File: src/rtl/vnu_ppl.sv
`default_nettype none
// ============================================================================
//  Module      : vnu_ppl
//  Description : Two-stage pipelined LDPC variable-node update. Stage 1 sums
//                the channel LLR with all incoming check-to-variable messages.
//                Stage 2 forms each outgoing variable-to-check message as
//                (total - own input), clamped symmetrically, plus the hard
//                decision. Valid/ready handshake on both sides, with a
//                16-bit saturating counter of clamp events.
//  Revision    : 1.0 - initial release
// ----------------------------------------------------------------------------
//  Ports
//    clk        in   1           clock, rising edge
//    rst        in   1           asynchronous active-high reset
//    llr        in   data_w      channel LLR, signed
//    r          in   data_w*DV   check-to-variable messages, edge j at
//                                [j*data_w +: data_w], signed
//    init       in   1           first iteration: r treated as zero
//    in_valid   in   1           llr/r/init valid
//    in_ready   out  1           input accepted this cycle when valid
//    q          out  data_w*DV   variable-to-check messages, same packing
//    hd         out  1           hard decision (1 = total negative)
//    out_valid  out  1           q/hd valid
//    out_ready  in   1           downstream accepts q/hd
//    clr        in   1           synchronous clear of sat_cnt
//    sat_cnt    out  16          saturating count of clamped messages
// ============================================================================
module vnu_ppl #(
  parameter int data_w = 8,
  parameter int DV     = 3,
  parameter int sum_w  = data_w + 3
) (
  input  logic                 clk,
  input  logic                 rst,
  input  logic [data_w-1:0]    llr,
  input  logic [data_w*DV-1:0] r,
  input  logic                 init,
  input  logic                 in_valid,
  output logic                 in_ready,
  output logic [data_w*DV-1:0] q,
  output logic                 hd,
  output logic                 out_valid,
  input  logic                 out_ready,
  input  logic                 clr,
  output logic [15:0]          sat_cnt
);

  localparam int CNT_W = $clog2(DV + 1);

  // Symmetric clamp bounds; the most negative code is never produced.
  localparam logic [sum_w-1:0] SAT_MAX = sum_w'((1 << (data_w - 1)) - 1);
  localparam logic [sum_w-1:0] SAT_MIN = -SAT_MAX;

  function automatic logic [sum_w-1:0] sext(input logic [data_w-1:0] v);
    return {{(sum_w - data_w){v[data_w-1]}}, v};
  endfunction

  logic                       advance;
  logic                       s1_valid_q;
  logic [sum_w-1:0]           s1_total_q, s1_total_d;
  logic [DV-1:0][sum_w-1:0]   s1_r_q, s1_r_d;
  logic                       out_valid_q;
  logic [data_w*DV-1:0]       q_q, q_d;
  logic                       hd_q, hd_d;
  logic [CNT_W-1:0]           nclamp_d;
  logic [sum_w-1:0]           diff;
  logic [16:0]                sat_sum;
  logic [15:0]                sat_cnt_q, sat_cnt_d;

  // Only a valid word waiting at the output with no taker blocks the pipe;
  // an empty output stage always lets both stages move.
  assign advance   = !(out_valid_q && !out_ready);
  assign in_ready  = advance;
  assign out_valid = out_valid_q;
  assign q         = q_q;
  assign hd        = hd_q;
  assign sat_cnt   = sat_cnt_q;

  // Stage 1: sign-extend and accumulate. Inputs are used as-is, including
  // the most negative code.
  always_comb begin
    s1_total_d = sext(llr);
    s1_r_d     = '0;
    for (int j = 0; j < DV; j++) begin
      if (!init) begin
        s1_r_d[j] = sext(r[j*data_w +: data_w]);
      end
      s1_total_d = s1_total_d + s1_r_d[j];
    end
  end

  // Stage 2: extrinsic message per edge with symmetric clamp. sum_w is wide
  // enough that (total - r_j) never wraps for legal DV.
  always_comb begin
    q_d      = '0;
    nclamp_d = '0;
    diff     = '0;
    for (int j = 0; j < DV; j++) begin
      diff = s1_total_q - s1_r_q[j];
      if ($signed(diff) > $signed(SAT_MAX)) begin
        q_d[j*data_w +: data_w] = SAT_MAX[data_w-1:0];
        nclamp_d                = nclamp_d + CNT_W'(1);
      end else if ($signed(diff) < $signed(SAT_MIN)) begin
        q_d[j*data_w +: data_w] = SAT_MIN[data_w-1:0];
        nclamp_d                = nclamp_d + CNT_W'(1);
      end else begin
        q_d[j*data_w +: data_w] = diff[data_w-1:0];
      end
    end
    hd_d = s1_total_q[sum_w-1];
  end

  // Clamp events count only when a valid word actually enters stage 2;
  // the extra carry bit detects overflow so the counter sticks at all-ones.
  always_comb begin
    sat_sum = {1'b0, sat_cnt_q} + 17'(nclamp_d);
    if (clr) begin
      sat_cnt_d = '0;
    end else if (advance && s1_valid_q) begin
      sat_cnt_d = sat_sum[16] ? 16'hFFFF : sat_sum[15:0];
    end else begin
      sat_cnt_d = sat_cnt_q;
    end
  end

  always_ff @(posedge clk or posedge rst) begin
    if (rst) begin
      s1_valid_q  <= 1'b0;
      s1_total_q  <= '0;
      s1_r_q      <= '0;
      out_valid_q <= 1'b0;
      q_q         <= '0;
      hd_q        <= 1'b0;
      sat_cnt_q   <= '0;
    end else begin
      sat_cnt_q <= sat_cnt_d;
      if (advance) begin
        s1_valid_q  <= in_valid;
        out_valid_q <= s1_valid_q;
        if (in_valid) begin
          s1_total_q <= s1_total_d;
          s1_r_q     <= s1_r_d;
        end
        if (s1_valid_q) begin
          q_q  <= q_d;
          hd_q <= hd_d;
        end
      end
    end
  end

endmodule
`default_nettype wire

File: config.mk
export PLATFORM = sky130hd
export DESIGN_NAME = vnu_ppl
export DESIGN_NICKNAME = d
export VERILOG_FILES = /design/src/rtl/vnu_ppl.sv
export SDC_FILE = /design/constraint.sdc
export NUM_CORES = 1
export LEC_CHECK = 0
export ABC_AREA = 1
export BUFFER_PORTS_ARGS = -buffer_cell sky130_fd_sc_hd__buf_2
export CAP_MARGIN = 20
export CELL_PAD_IN_SITES_DETAIL_PLACEMENT = 0
export CELL_PAD_IN_SITES_GLOBAL_PLACEMENT = 1
export CORE_ASPECT_RATIO = 0.7
export CORE_MARGIN = 1.5
export CORE_UTILIZATION = 47
export CTS_BUF_LIST = sky130_fd_sc_hd__clkbuf_8
export DETAILED_ROUTE_END_ITERATION = 8
export GPL_TIMING_DRIVEN = 0
export PLACE_DENSITY_LB_ADDON = 0.1
export SYNTH_ARGS = -nofsm -noshare
export SYNTH_HDL_FRONTEND = slang
export SYNTH_SLANG_ARGS = --single-unit
File: constraint.sdc
create_clock -name clk -period 12.3 [get_ports clk]
set_clock_uncertainty 0.05 [all_clocks]
set_input_delay 3.075 -clock clk [delete_from_list [all_inputs] [get_ports clk]]
set_output_delay 3.075 -clock clk [all_outputs]
set_load 0.005 [all_outputs]
Word level (Yosys, flattened, before mapping)
Index checks and enable logic that the tools add are counted.

operators by class
  equality and inequality tests = 0
  order comparisons = 6
  multipliers = 0
  divide/modulo/power cells = 0
  add/sub/neg operators = 9
  shifts and indexed selects = 0
  mux-type cells = 18
  bitwise logic cells = 1
  reductions and logical operators = 7

operators by type and width
  kind                 number
  $mux 16              3
  $mux 8               6
  $add 11x11->11       3
  $gt 11x8->1 const B  3
  $lt 11x8->1 const B  3
  $mux 11              3
  $sub 11x11->11       3
  $add 16x2->17        1
  $mux 2               4
  $add 2x1->2 const B  2
  $reduce_and 2->1     2
  $logic_and 1x1->1    2
  $logic_not 1->1      2
  $mux 1               2
  $reduce_bool 2->1    1
  $not 1->1            1

storage, ports and cells
  latch bits = 0
  register bits = 87
  memories kept = 0
  output and inout port bits = 43
  input bits = 38
  ROM bits = 0
  logic and storage cells = 50
  bits in writable memories = 0

Logic depth before layout (Yosys ltp)
  word-level depth = 14
  depth in mapped cells = 31
  depth with buffers taken out = 31

Least setup slack after synthesis
No wires, ideal clock.

  path kind = input-to-output
  start point = input out_ready
  end point = output in_ready
  path slack = 5.906 ns
  arrival time = 3.269 ns
  cell stages on the path = 2
  path buffers = 0
  data required time = 9.175 ns
  path through = nor2_1 -> inv_1

between the ends
  cells in the longest elaborated chain, start to end = 3

ends and longest elaborated chain
  what               RTL line  RTL
  start, declared    43        input logic out_ready,
  $logic_not 1->1    72        assign advance = !(out_valid_q && !out_ready);
  $logic_and 1x1->1  72
  $logic_not 1->1    72
  end, declared      39        output logic in_ready,

Every way passes these cells.

Worst setup path after layout
Ends and elaborated chain as after synthesis.

==> metrics <==
Chip Width 140 um; PnR worst setup slack 5.64 ns; WL final 17,400 um; Die Ht 99.0 um; initial antenna violation count 0; RSZ-0062 raised after global routing no; Overall Power about 1.7 mW; Leak Pwr 3.78 nW; Critical Path Fanout Max 4; number of nets still failing antenna checks after routing 0; final worst path period need 6.66 ns; DRC viols 0; number of enable-type register cells in the synthesized netlist 0; Initial Utilization 49.0%; clock transition at the registers of the reported paths 0.10 ns; share of final-layout standard cells stronger than drive strength 1 12.4%; required time of the critical path just over 9 ns; initial detailed-routing violation count ~430; pin count of the biggest net entering global routing 48; Final period util 54.1%; Worst path top cell family by delay buffers and inverters; clock sink count just under 80; cell area after synthesis roughly 6200 sq um; clock network latency to the later pin of the worst-skew pair 0.36 ns; clock group share of total power 11.7%; prevailing post-synth register cell dfrtp_1; sequential area share after synthesis 31.5%; die area 13,900 sq um; count of final max-slew check failures 0; DP HPWL about 14,000 um; Post-Syn Nets 973; Place WS ~5.7 ns; fmax 150 MHz; Tightest Pin Transition 0.718 ns; final core utilization 55.6%; overall track demand over capacity in global routing 27.1%; TritonRoute pass-1 iters 5; Ys Warns 0; Root Buffer clkbuf_8; final-report setup violation count 0; P_int 819 uW; total CTS buffers 9; critical path endpoint category primary output; Synth Register Bits 78; port buffer count 80; final weighted congestion in routability-driven placement 0.963; kind of start point of the critical path input pin; worst hold path type reg2reg; cell depth of the worst min-delay path 2; htree depth 3; Clock Path Buffers 2; length in cells of the worst reg-to-reg path 28; Buf/Inv on CP 3; count of cell instances traversed by the critical path 4; Area growth syn-to-layout 13.4%; Cell variety after synth 35; critical path's slowest cell nor2_1; Post CTS Setup Buffer Count 0; mean area per synthesized cell 7.11 sq um; Critical Path Most Common Cell buf_2; largest voltage drop on the vdd net 85.3 uV; top-level I/O count 81; Ant. Diodes 0; combinational share of power 65.4%; switching part of the total 51.7%; core region area between 10,000 and 15,000 sq um; remaining max-slew budget at the tightest pin 52.0%; Resized Gates After CTS 0; startpoint-to-endpoint class of the critical path in2out; global route overflow 0; vias per cell 5.20; first-pass GRT wire length 29,100 um; PD cells 242 nW/um^2; power share of the sequential group 22.8%; clock tree from TritonCTS yes; Async S/R FF share, synth 100%; final layout net count 1,065; cell breakdown of the critical path buf_2 -> nor2_1 -> inv_1 -> buf_2; gate count of the mapped netlist 871; # rows 34; Setup TNS 0 ns; total number of vias 5,872; arrival time of the worst setup path 3.53 ns; crit-path max cell delay 0.13 ns; vias in the first global route ~5,700; final routed wire length divided by cell count 15.4 um; Hold Buf Count CTS 0; max-cap viol count 0; result of the run completed; switching power 877 uW; total count of hold-check failures in the final report 0
[state kept, by name, indices dropped and copies added (netlist names)]
register / cells
hd: 1
out_valid: 1
q: 24
s1_r_q: 24
s1_total_q: 11
s1_valid_q: 1
sat_cnt: 16
[cell usage after synthesis, drive strengths merged (5+ instances only)]
cell | count | share of area [%]
xor2 | 18 | 2.7
nand2 | 232 | 14
o21bai | 5 | 0.79
a21oi | 44 | 3.7
dfrtp | 78 | 32
clkbuf | 15 | 0.91
xnor2 | 7 | 0.99
fa | 21 | 6.8
inv | 149 | 9.0
o21ai | 61 | 4.9
nor3 | 6 | 0.57
ha | 43 | 8.7
o22ai | 6 | 0.61
nand3 | 57 | 5.1
nor2 | 99 | 6.1
nand4 | 16 | 1.6
[cell type report]
class / count / area, sq um
well taps: 162 / 203
inverters: 151 / 569
fillers: 1229 / 5610
multi-input cells: 626 / 3610
repair buffers: 81 / 428
flip-flops and latches: 78 / 1950
clock inverters: 7 / 73.8
clock buffers: 9 / 124
plain buffers: 16 / 63.8
[layer usage]
metal / vias up / GRT usage, % / share of wire, %
met5: - / 0 / 0
met4: 0 / 5.26 / 1.2
met3: 17 / 5.10 / 5.9
met2: 167 / 39.6 / 40
met1: 2762 / 41.7 / 52
li1: 2926 / - / -
[logic make-up (layout without fill, tap and decap cells)]
family	after synthesis	in the layout	synth area share [%]
XOR/XNOR	25	25	3.66
flip-flops	78	78	31.5
AO/OA/AOI/OAI	122	122	10.8
buffers and inverters	167	264	10.2
AND/OR/NAND/NOR	415	415	28.4
adder cells (fa/ha/maj)	64	64	15.5
[tightest hold or removal path, delay by kind of cell, from the launching register on]
kind                   cells  cell delay (ns)
buffers and inverters      1             0.06
DFF                        1             0.33
and+or+nand+nor            1             0.06
[power by group through the flow]
stage	Clock [mW]	Combinational (mW)	Sequential (mW)
floorplan	0	0.832	0.370
global placement	0	1.08	0.391
detailed placement	0	1.10	0.394
CTS	0.204	1.10	0.389
global route	0.214	1.29	0.397
finish	0.199	1.11	0.388
[cell usage in the layout, fill, tap and decap left out, types with 2 or more instances in the layout]
master / instances
inv_1: 148
a22o_1: 2
nand3_1: 53
nor2_2: 2
buf_2: 80
fa_1: 21
nor3_1: 5
ha_1: 43
a21oi_2: 2
clkbuf_1: 15
clkbuf_8: 9
nand4_1: 16
nand2_2: 9
clkinvlp_4: 4
nand2_1: 223
clkinv_1: 2
nand3b_1: 2
xor2_1: 17
a21oi_1: 42
o21ai_0: 60
dfrtp_1: 78
xnor2_1: 7
a31oi_1: 2
nor2_1: 97
o21bai_1: 4
nand3_2: 3
o22ai_1: 6
[through the flow]
step	instance area [sq um]	std cells	hold slack [ns]
after floorplan	6190	871	0.381
after global placement	6800	1113	0.392
after detailed placement	6830	1114	0.396
after CTS	7020	1130	0.422
after global routing	7020	1130	0.439
final	7020	1130	0.421
[final timing paths]
path,from,endpoint,slack [ns]
max,out_ready,in_ready,5.64
min,s1_valid_q,out_valid,0.42
max reg2reg,s1_total_q[1],sat_cnt[14],7.42
min reg2reg,s1_valid_q,out_valid,0.42
max in group asynchronous,rst,s1_r_q[6],8.93
min in group asynchronous,rst,sat_cnt[12],2.67
No activity file was read; power rests on OpenSTA's default activity.
